<file path="config.mk">
export PLATFORM = sky130hd
export DESIGN_NAME = hbf_decim_scheduler
export DESIGN_NICKNAME = d
export VERILOG_FILES = /design/src/rtl/hbf_decim_scheduler.sv
export SDC_FILE = /design/constraint.sdc
export NUM_CORES = 1
export LEC_CHECK = 0
export CAP_MARGIN = 20
export CORE_AREA = 2 2 39 41
export CTS_CLUSTER_DIAMETER = 30
export CTS_CLUSTER_SIZE = 16
export DETAILED_ROUTE_END_ITERATION = 7
export DIE_AREA = 0 0 41 43
export GPL_ROUTABILITY_DRIVEN = 0
export SLEW_MARGIN = 15
export SYNTH_ARGS = -nofsm -noshare
export SYNTH_HDL_FRONTEND = slang
export SYNTH_SLANG_ARGS = --single-unit
</file>
<file path="constraint.sdc">
create_clock -name clk -period 1.6 [get_ports clk]
set_input_delay 0.16 -clock clk [delete_from_list [all_inputs] [get_ports clk]]
set_output_delay 0.16 -clock clk [all_outputs]
set_load 0.01 [all_outputs]
</file>
<file path="src/rtl/hbf_decim_scheduler.sv">
// hbf_decim_scheduler
//   Sequencer for a cascade of NUM_STAGES half-band decimate-by-2 filters that
//   share a single 18x18 multiplier and accumulator. Input samples arrive on a
//   valid/ready handshake. A phase counter decides how far down the cascade
//   each accepted sample propagates. Each scheduled stage then runs four states
//   (OUTER, INNER, CENTER, WRITE) that steer the tap select and the accumulator.
//
// Parameters
//   NUM_STAGES  number of cascaded half-band decimators (1..4)
//
// Ports
//   clk        rising-edge clock
//   reset      synchronous, active-low reset
//   in_valid   input sample present
//   in_ready   scheduler idle; sample accepted when in_valid && in_ready
//   shift_en   bit k: shift the stage-k delay line this cycle
//   stage_sel  stage currently owning the multiplier
//   tap_sel    0 outer pair, 1 inner pair, 2 centre tap, 3 unused
//   acc_clr    load accumulator with this cycle's product (no add)
//   acc_en     accumulator update enable
//   out_valid  one-cycle pulse: final-stage result valid at the accumulator
//   phase      decimation phase counter
//   overrun    sticky drop flag       (only with HBF_SCHED_OVERRUN_EN)
//   ovr_clr    clears overrun         (only with HBF_SCHED_OVERRUN_EN)
//
// Configuration macro
//   HBF_SCHED_OVERRUN_EN  adds the overrun/ovr_clr ports for non-stallable sources.

module hbf_decim_scheduler #(
  parameter int NUM_STAGES = 2
) (
  input  logic                  clk,
  input  logic                  reset,
  input  logic                  in_valid,
  output logic                  in_ready,
  output logic [NUM_STAGES-1:0] shift_en,
  output logic [1:0]            stage_sel,
  output logic [1:0]            tap_sel,
  output logic                  acc_clr,
  output logic                  acc_en,
  output logic                  out_valid,
  output logic [NUM_STAGES-1:0] phase
`ifdef HBF_SCHED_OVERRUN_EN
  ,
  output logic                  overrun,
  input  logic                  ovr_clr
`endif
);

  typedef enum logic [2:0] {
    ST_IDLE,
    ST_OUTER,
    ST_INNER,
    ST_CENTER,
    ST_WRITE
  } state_t;

  localparam logic [1:0] LAST_STAGE = 2'(NUM_STAGES - 1);

  state_t                state;
  state_t                state_next;
  logic [1:0]            stage;
  logic [1:0]            stage_next;
  logic                  accept;
  logic [NUM_STAGES-1:0] prev_phase;
  logic                  run;

  // While a sequence is running, phase has already advanced past the accepted
  // sample, so the phase value that decided the schedule is phase-1.
  assign prev_phase = phase - NUM_STAGES'(1);

  // Next-state and control decode. Every output is forced low while reset is
  // held, so an aborted sequence never emits a stray strobe.
  always_comb begin
    state_next = state;
    stage_next = stage;
    in_ready   = 1'b0;
    shift_en   = '0;
    stage_sel  = 2'd0;
    tap_sel    = 2'd0;
    acc_clr    = 1'b0;
    acc_en     = 1'b0;
    out_valid  = 1'b0;
    accept     = 1'b0;
    run        = prev_phase[0];

    if (reset) begin
      case (state)
        ST_IDLE: begin
          in_ready    = 1'b1;
          accept      = in_valid;
          shift_en[0] = in_valid;
          stage_next  = 2'd0;
          // Stage 0 fires on every second input (phase bit 0 set).
          if (in_valid && phase[0]) begin
            state_next = ST_OUTER;
          end
        end
        ST_OUTER: begin
          stage_sel  = stage;
          tap_sel    = 2'd0;
          acc_clr    = 1'b1;
          acc_en     = 1'b1;
          state_next = ST_INNER;
        end
        ST_INNER: begin
          stage_sel  = stage;
          tap_sel    = 2'd1;
          acc_en     = 1'b1;
          state_next = ST_CENTER;
        end
        ST_CENTER: begin
          stage_sel  = stage;
          tap_sel    = 2'd2;
          acc_en     = 1'b1;
          state_next = ST_WRITE;
        end
        ST_WRITE: begin
          stage_sel  = stage;
          state_next = ST_IDLE;
          stage_next = 2'd0;
          if (stage == LAST_STAGE) begin
            out_valid = 1'b1;
          end else begin
            // The result of stage k feeds stage k+1's delay line; stage k+1
            // then runs only if all pre-increment phase bits 0..k+1 were set.
            for (int k = 0; k < NUM_STAGES - 1; k++) begin
              run = run & prev_phase[k+1];
              if (stage == 2'(k)) begin
                shift_en[k+1] = 1'b1;
                if (run) begin
                  state_next = ST_OUTER;
                  stage_next = 2'(k + 1);
                end
              end
            end
          end
        end
        default: begin
          state_next = ST_IDLE;
          stage_next = 2'd0;
        end
      endcase
    end
  end

  // State, stage index and phase counter registers.
  always_ff @(posedge clk) begin
    if (!reset) begin
      state <= ST_IDLE;
      stage <= 2'd0;
      phase <= '0;
    end else begin
      state <= state_next;
      stage <= stage_next;
      if (accept) begin
        phase <= phase + NUM_STAGES'(1);
      end
    end
  end

`ifdef HBF_SCHED_OVERRUN_EN
  // Sticky drop flag: a sample offered while busy is lost for a source that
  // cannot stall. Setting takes priority over a same-cycle clear.
  always_ff @(posedge clk) begin
    if (!reset) begin
      overrun <= 1'b0;
    end else if (in_valid && !in_ready) begin
      overrun <= 1'b1;
    end else if (ovr_clr) begin
      overrun <= 1'b0;
    end
  end
`endif

endmodule

</file>
Yosys cells after proc, flatten, opt, wreduce, memory -nomap -nowiden
Index checks and enable logic that the tools add are counted.
{"block": "totals", "regBits": 7, "inputBits": 3, "output_inout_bits": 12, "word_cells": 45}
{"block": "op_classes", "addsub": 2, "n_eq_ne": 6, "n_mux": 28, "bitwise": 1, "n_reduce_logical": 5}
{"operator": "1-bit two-way mux", "n": 20}
{"operator": "3-bit case mux with 5 select lines", "n": 1}
{"operator": "2-bit two-way mux", "n": 4}
{"operator": "2-bit case mux with 2 select lines", "n": 2}
{"operator": "3-bit by 2-bit equality test with 1-bit output (second input constant)", "n": 2}
{"operator": "4-bit OR reduction", "n": 1}
{"operator": "3-bit by 1-bit equality test with 1-bit output (second input constant)", "n": 1}
{"operator": "3-bit equality test (second input constant)", "n": 1}
{"operator": "3-bit zero test", "n": 1}
{"operator": "3-bit two-way mux", "n": 1}
{"operator": "3-bit OR reduction", "n": 1}
{"operator": "2-bit by 1-bit adder with 2-bit output (second input constant)", "n": 1}
{"operator": "2-bit by 1-bit equality test with 1-bit output (second input constant)", "n": 1}
{"operator": "2-bit zero test", "n": 1}
{"operator": "2-bit inequality test (second input constant)", "n": 1}
{"operator": "2-bit by 1-bit subtractor with 2-bit output (second input constant)", "n": 1}
{"operator": "1-bit bitwise AND", "n": 1}
{"operator": "1-bit logical AND", "n": 1}

Longest topological paths before layout
{"block": "depth", "ltp_word": 6, "ltp_mapped": 4}

Worst setup path after synthesis
OpenSTA, ideal clock, no wires.
{"block": "synth_timing", "kind": "flip-flop to flip-flop", "from": "register phase[0]", "to": "register state[0]", "setup_ps": 103, "t_arrival_ps": 1227, "required_ps": 1497, "path_slack_ps": 270, "path_stages_with_launch": 5, "path_buffers": 0, "synth_period_minus_slack_ps": 1330, "cell_sequence": "dfxtp_1 > inv_1 > ha_1 > or3b_1 > a2111oi_2"}
{"block": "synth_via", "elab_chain_len": 6}
{"element": "start, declared", "line_no": "42", "rtl": "output logic [NUM_STAGES-1:0] phase"}
{"element": "start signal, assigned", "line_no": "157", "rtl": "phase <= phase + NUM_STAGES'(1);"}
{"element": "2-bit by 1-bit subtractor with 2-bit output", "line_no": "70", "rtl": "assign prev_phase = phase - NUM_STAGES'(1);"}
{"element": "net prev_phase[0]", "line_no": "65", "rtl": "logic [NUM_STAGES-1:0] prev_phase;"}
{"element": "1-bit bitwise AND", "line_no": "128", "rtl": "run = run & prev_phase[k+1];"}
{"element": "1-bit two-way mux", "line_no": "131", "rtl": "if (run) begin"}
{"element": "1-bit two-way mux", "line_no": "129", "rtl": "if (stage == 2'(k)) begin"}
{"element": "1-bit two-way mux", "line_no": "122", "rtl": "if (stage == LAST_STAGE) begin"}
{"element": "3-bit case mux with 5 select lines", "line_no": "88", "rtl": "case (state)"}
{"element": "end signal, assigned", "line_no": "154", "rtl": "state <= state_next;"}
{"element": "end, declared", "line_no": "60", "rtl": "state_t state;"}
The timed path passes the listed nets, and every way through them passes these cells.
A chain may end at the register's enable or synchronous reset.

Worst setup path in the final report
{"block": "layout_timing", "from": "register state[2]", "to": "output port out_valid"}
{"block": "layout_via", "elab_chain_len": 3}
{"element": "3-bit equality test", "line_no": "88"}
{"element": "1-bit two-way mux", "line_no": "88"}
{"element": "1-bit two-way mux", "line_no": "87", "rtl": "if (reset) begin"}
{"element": "end, declared", "line_no": "41", "rtl": "output logic out_valid,"}
No other way between the ends.

==> impl_metrics.tcl <==
set metrics [dict create \
    start_kind "register" \
    vias_per_cell 4.695 \
    synth_area_um2 387.9 \
    fin_ws_ns 0.08817 \
    reg2reg_to "state[0]$_SDFFE_PN0P_" \
    rows 14 \
    r2r_cells 4 \
    pwr_density_cell_mw_per_mm2 822.2 \
    numPortBuffers 13 \
    total_power_uw 484.5 \
    end_kind "output pin" \
    synth_nets 50 \
    antenna_cells 0 \
    worstPathRequired_ns 1.44 \
    postLayoutCellArea_um2 589.3 \
    critPathCapture "out_valid" \
    synthTopCellsByArea "dfxtp_1 (31%), and4b_1 (5.2%), mux2i_1 (5.2%), nor4b_1 (4.5%), or3b_1 (4.5%)" \
    synth_area_per_cell_um2 8.432 \
    yosys.area.top_type "dfxtp_1" \
    cts_setup_buffers 0 \
    wire_per_inst_um 10.65 \
    cts.sinks 6 \
    fmax_mhz 661.4 \
    ys_seq_area_share_pct 30.97 \
    start_util_pct 28.03 \
    post-route-period-util_pct 94.49 \
    yosysTopAreaCellShare_pct 30.97 \
    grt_antenna_before_repair 0 \
    p_leak_uw 0.0002731 \
    final.min_clock_period_ns 1.512 \
    postPlaceCellArea_um2 575.6 \
    maxCapViolations 0 \
    vias 385 \
    r2r-start "phase[0]$_SDFFE_PN0P_" \
    peakVddDrop_v 0.0003117 \
    hpwlAfterDp_um 593.2 \
    worstPathMaxFanout 4 \
    dp.cells 79 \
    tritoncts "yes" \
    grt_pass1_wl_mm 1.524 \
    hold_class "reg -> reg" \
    drive_above_1_share_pct 27.27 \
    report.final.slew_viol_count 0 \
    grt_max_degree 13 \
    fillCellCount 149 \
    htreeDepth 1 \
    wirelength_um 873 \
    finalSetupViolations 0 \
    drtIter0Drc 8 \
    crit_arrival_ns 1.35 \
    numCtsBuffers 3 \
    yosys_register_bits 6 \
    use_met3_pct 4.712 \
    use_met2_pct 17.81 \
    fin_skew_ns 0.0007645 \
    crit_chain "or3b_4 > nor2_1 > dlygate4sd2_1" \
    drcViolationCount 0 \
    cpPeakStageDelay_ns 0.40 \
    status "completed" \
    fp.dieW_um 41 \
    hold_ws_ns 0.4734 \
    cts.reportedPaths.clkPinSlew_ns 0.05 \
    first_global_vias 351 \
    crit_slowest_cell "or3b_4" \
    syn2layout_area_growth_pct 51.94 \
    grt.met1_usage_pct 16.40 \
    hold_viol 0 \
    busiest_layer "met2" \
    grtUsageTotal_pct 13.55 \
    clk_latency_ns 0.24 \
    dieArea_mm2 0.001763 \
    worst-path-stages 3 \
    cts_root_buf "clkbuf_4" \
    ios 15 \
    crit_path_start "state[2]$_SDFFE_PN0P_" \
    dpl_worst_slack_ns -0.2085 \
    finalNonFillerCells 82 \
    crit_type "reg -> out" \
    clockBufferDepth 2 \
    firstDrtPassIters 4 \
    grt_overflow 0 \
    design.core.area_mm2 0.001384 \
    postSynthCellCount 46 \
    fp.dieH_um 43 \
    ys_warn_count 0 \
    synthDistinctLibCells 23 \
    crit_family "simple AND/OR/NAND/NOR gates" \
    final_nets 72 \
    r2r_slack_ns 0.25 \
    cp_num_buf_inv 1 \
    antenna_left 0 \
]
-- worst register-to-register path, stage by stage, from the launching register on --
cell,delay (ns)
dfxtp_1,0.33
inv_1,0.06
ha_1,0.15
or3b_1,0.36
a2111oi_2,0.34
-- registers in the layout, indices dropped and copies added (netlist names) --
signal	count
stage	1
phase	2
state	3
-- cells in the mapped netlist --
library cell	number
nand2b_1	2
ha_1	1
o32ai_1	1
dfxtp_1	6
a211oi_1	1
buf_4	2
inv_1	3
nor3_1	2
conb_1	1
o21bai_1	1
nand2_1	4
nor3b_1	2
buf_2	3
mux2i_1	2
and4b_1	2
or2b_1	1
a21oi_1	1
xnor2_1	1
nand3b_1	1
a2111oi_2	1
nor2_1	4
nor4b_1	2
or3b_1	2
-- layer usage --
layer / share of wire, % / wire (µm)
met5: 0 / 0
met4: 2.5 / 22
met3: 4.1 / 36
met2: 46 / 401
met1: 47 / 412
-- layout make-up --
cell class                 count  area [µm²]  share of cell area, %
clock buffer                   3       22.52                  3.822
inverter                       3       11.26                  1.911
multi-input combinational     32       235.2                  39.92
sequential                     6       121.4                  20.59
tap                           16       20.02                  3.397
timing repair buffer          22       178.9                  30.36
-- cell usage in the layout, fill, tap and decap left out, types with 3 or more instances in the layout --
master	Yosys	layout
clkbuf_4	0	3
buf_4	2	9
nor2_1	4	4
dlygate4sd2_1	0	7
inv_1	3	3
dfxtp_1	6	5
clkdlybuf4s50_1	0	4
nand2_1	4	4
-- cell families after synthesis --
logic type	Yosys count	share of synthesized area, %
buf+inv	8	10.64
other cells	1	0.9668
fa+ha+maj	1	3.225
simple gates	22	35.48
xor+xnor	1	2.258
flops	6	30.97
mux	2	5.161
compound gates	5	11.29
-- where the power goes --
part	switching (µW)	internal, µW	leakage, µW
registers	11.5	165	0.0000494
logic	78.0	89.2	0.000210
clock network	56.1	84.9	0.0000138
-- worst min path at each step --
stage	startpoint	end	slack [ns]	cells past startpoint
floorplan	in_valid	state[0]$_SDFFE_PN0P_	0.46	2
global placement	phase[1]$_SDFFE_PN0P_	phase[1]$_SDFFE_PN0P_	0.47	2
detailed placement	phase[1]$_SDFFE_PN0P_	phase[1]$_SDFFE_PN0P_	0.48	2
CTS	phase[1]$_SDFFE_PN0P_	phase[1]$_SDFFE_PN0P_	0.48	2
global route	phase[1]$_SDFFE_PN0P_	phase[1]$_SDFFE_PN0P_	0.52	2
finish	phase[1]$_SDFFE_PN0P_	phase[1]$_SDFFE_PN0P_	0.47	2
-- timing repair --
item | CTS | global route
endpoints found under the hold margin | 0 | 0
resized for setup | 10 | 6
pin swaps | 0 | 0
hold buffers | 0 | 0
endpoints found under the setup margin | 9 | 4
-- metrics by stage --
| step | TNS, ns | util, % |
|---|---|---|
| 2_1_floorplan | 0 | - |
| 3_3_place_gp | -0.8429 | 41.59 |
| 3_5_place_dp | -1.005 | 41.59 |
| 4_1_cts | 0 | 42.59 |
| 5_1_grt | -0.001120 | 42.59 |
| 6_report | 0 | 42.59 |
(Power assumes the default switching activity.)
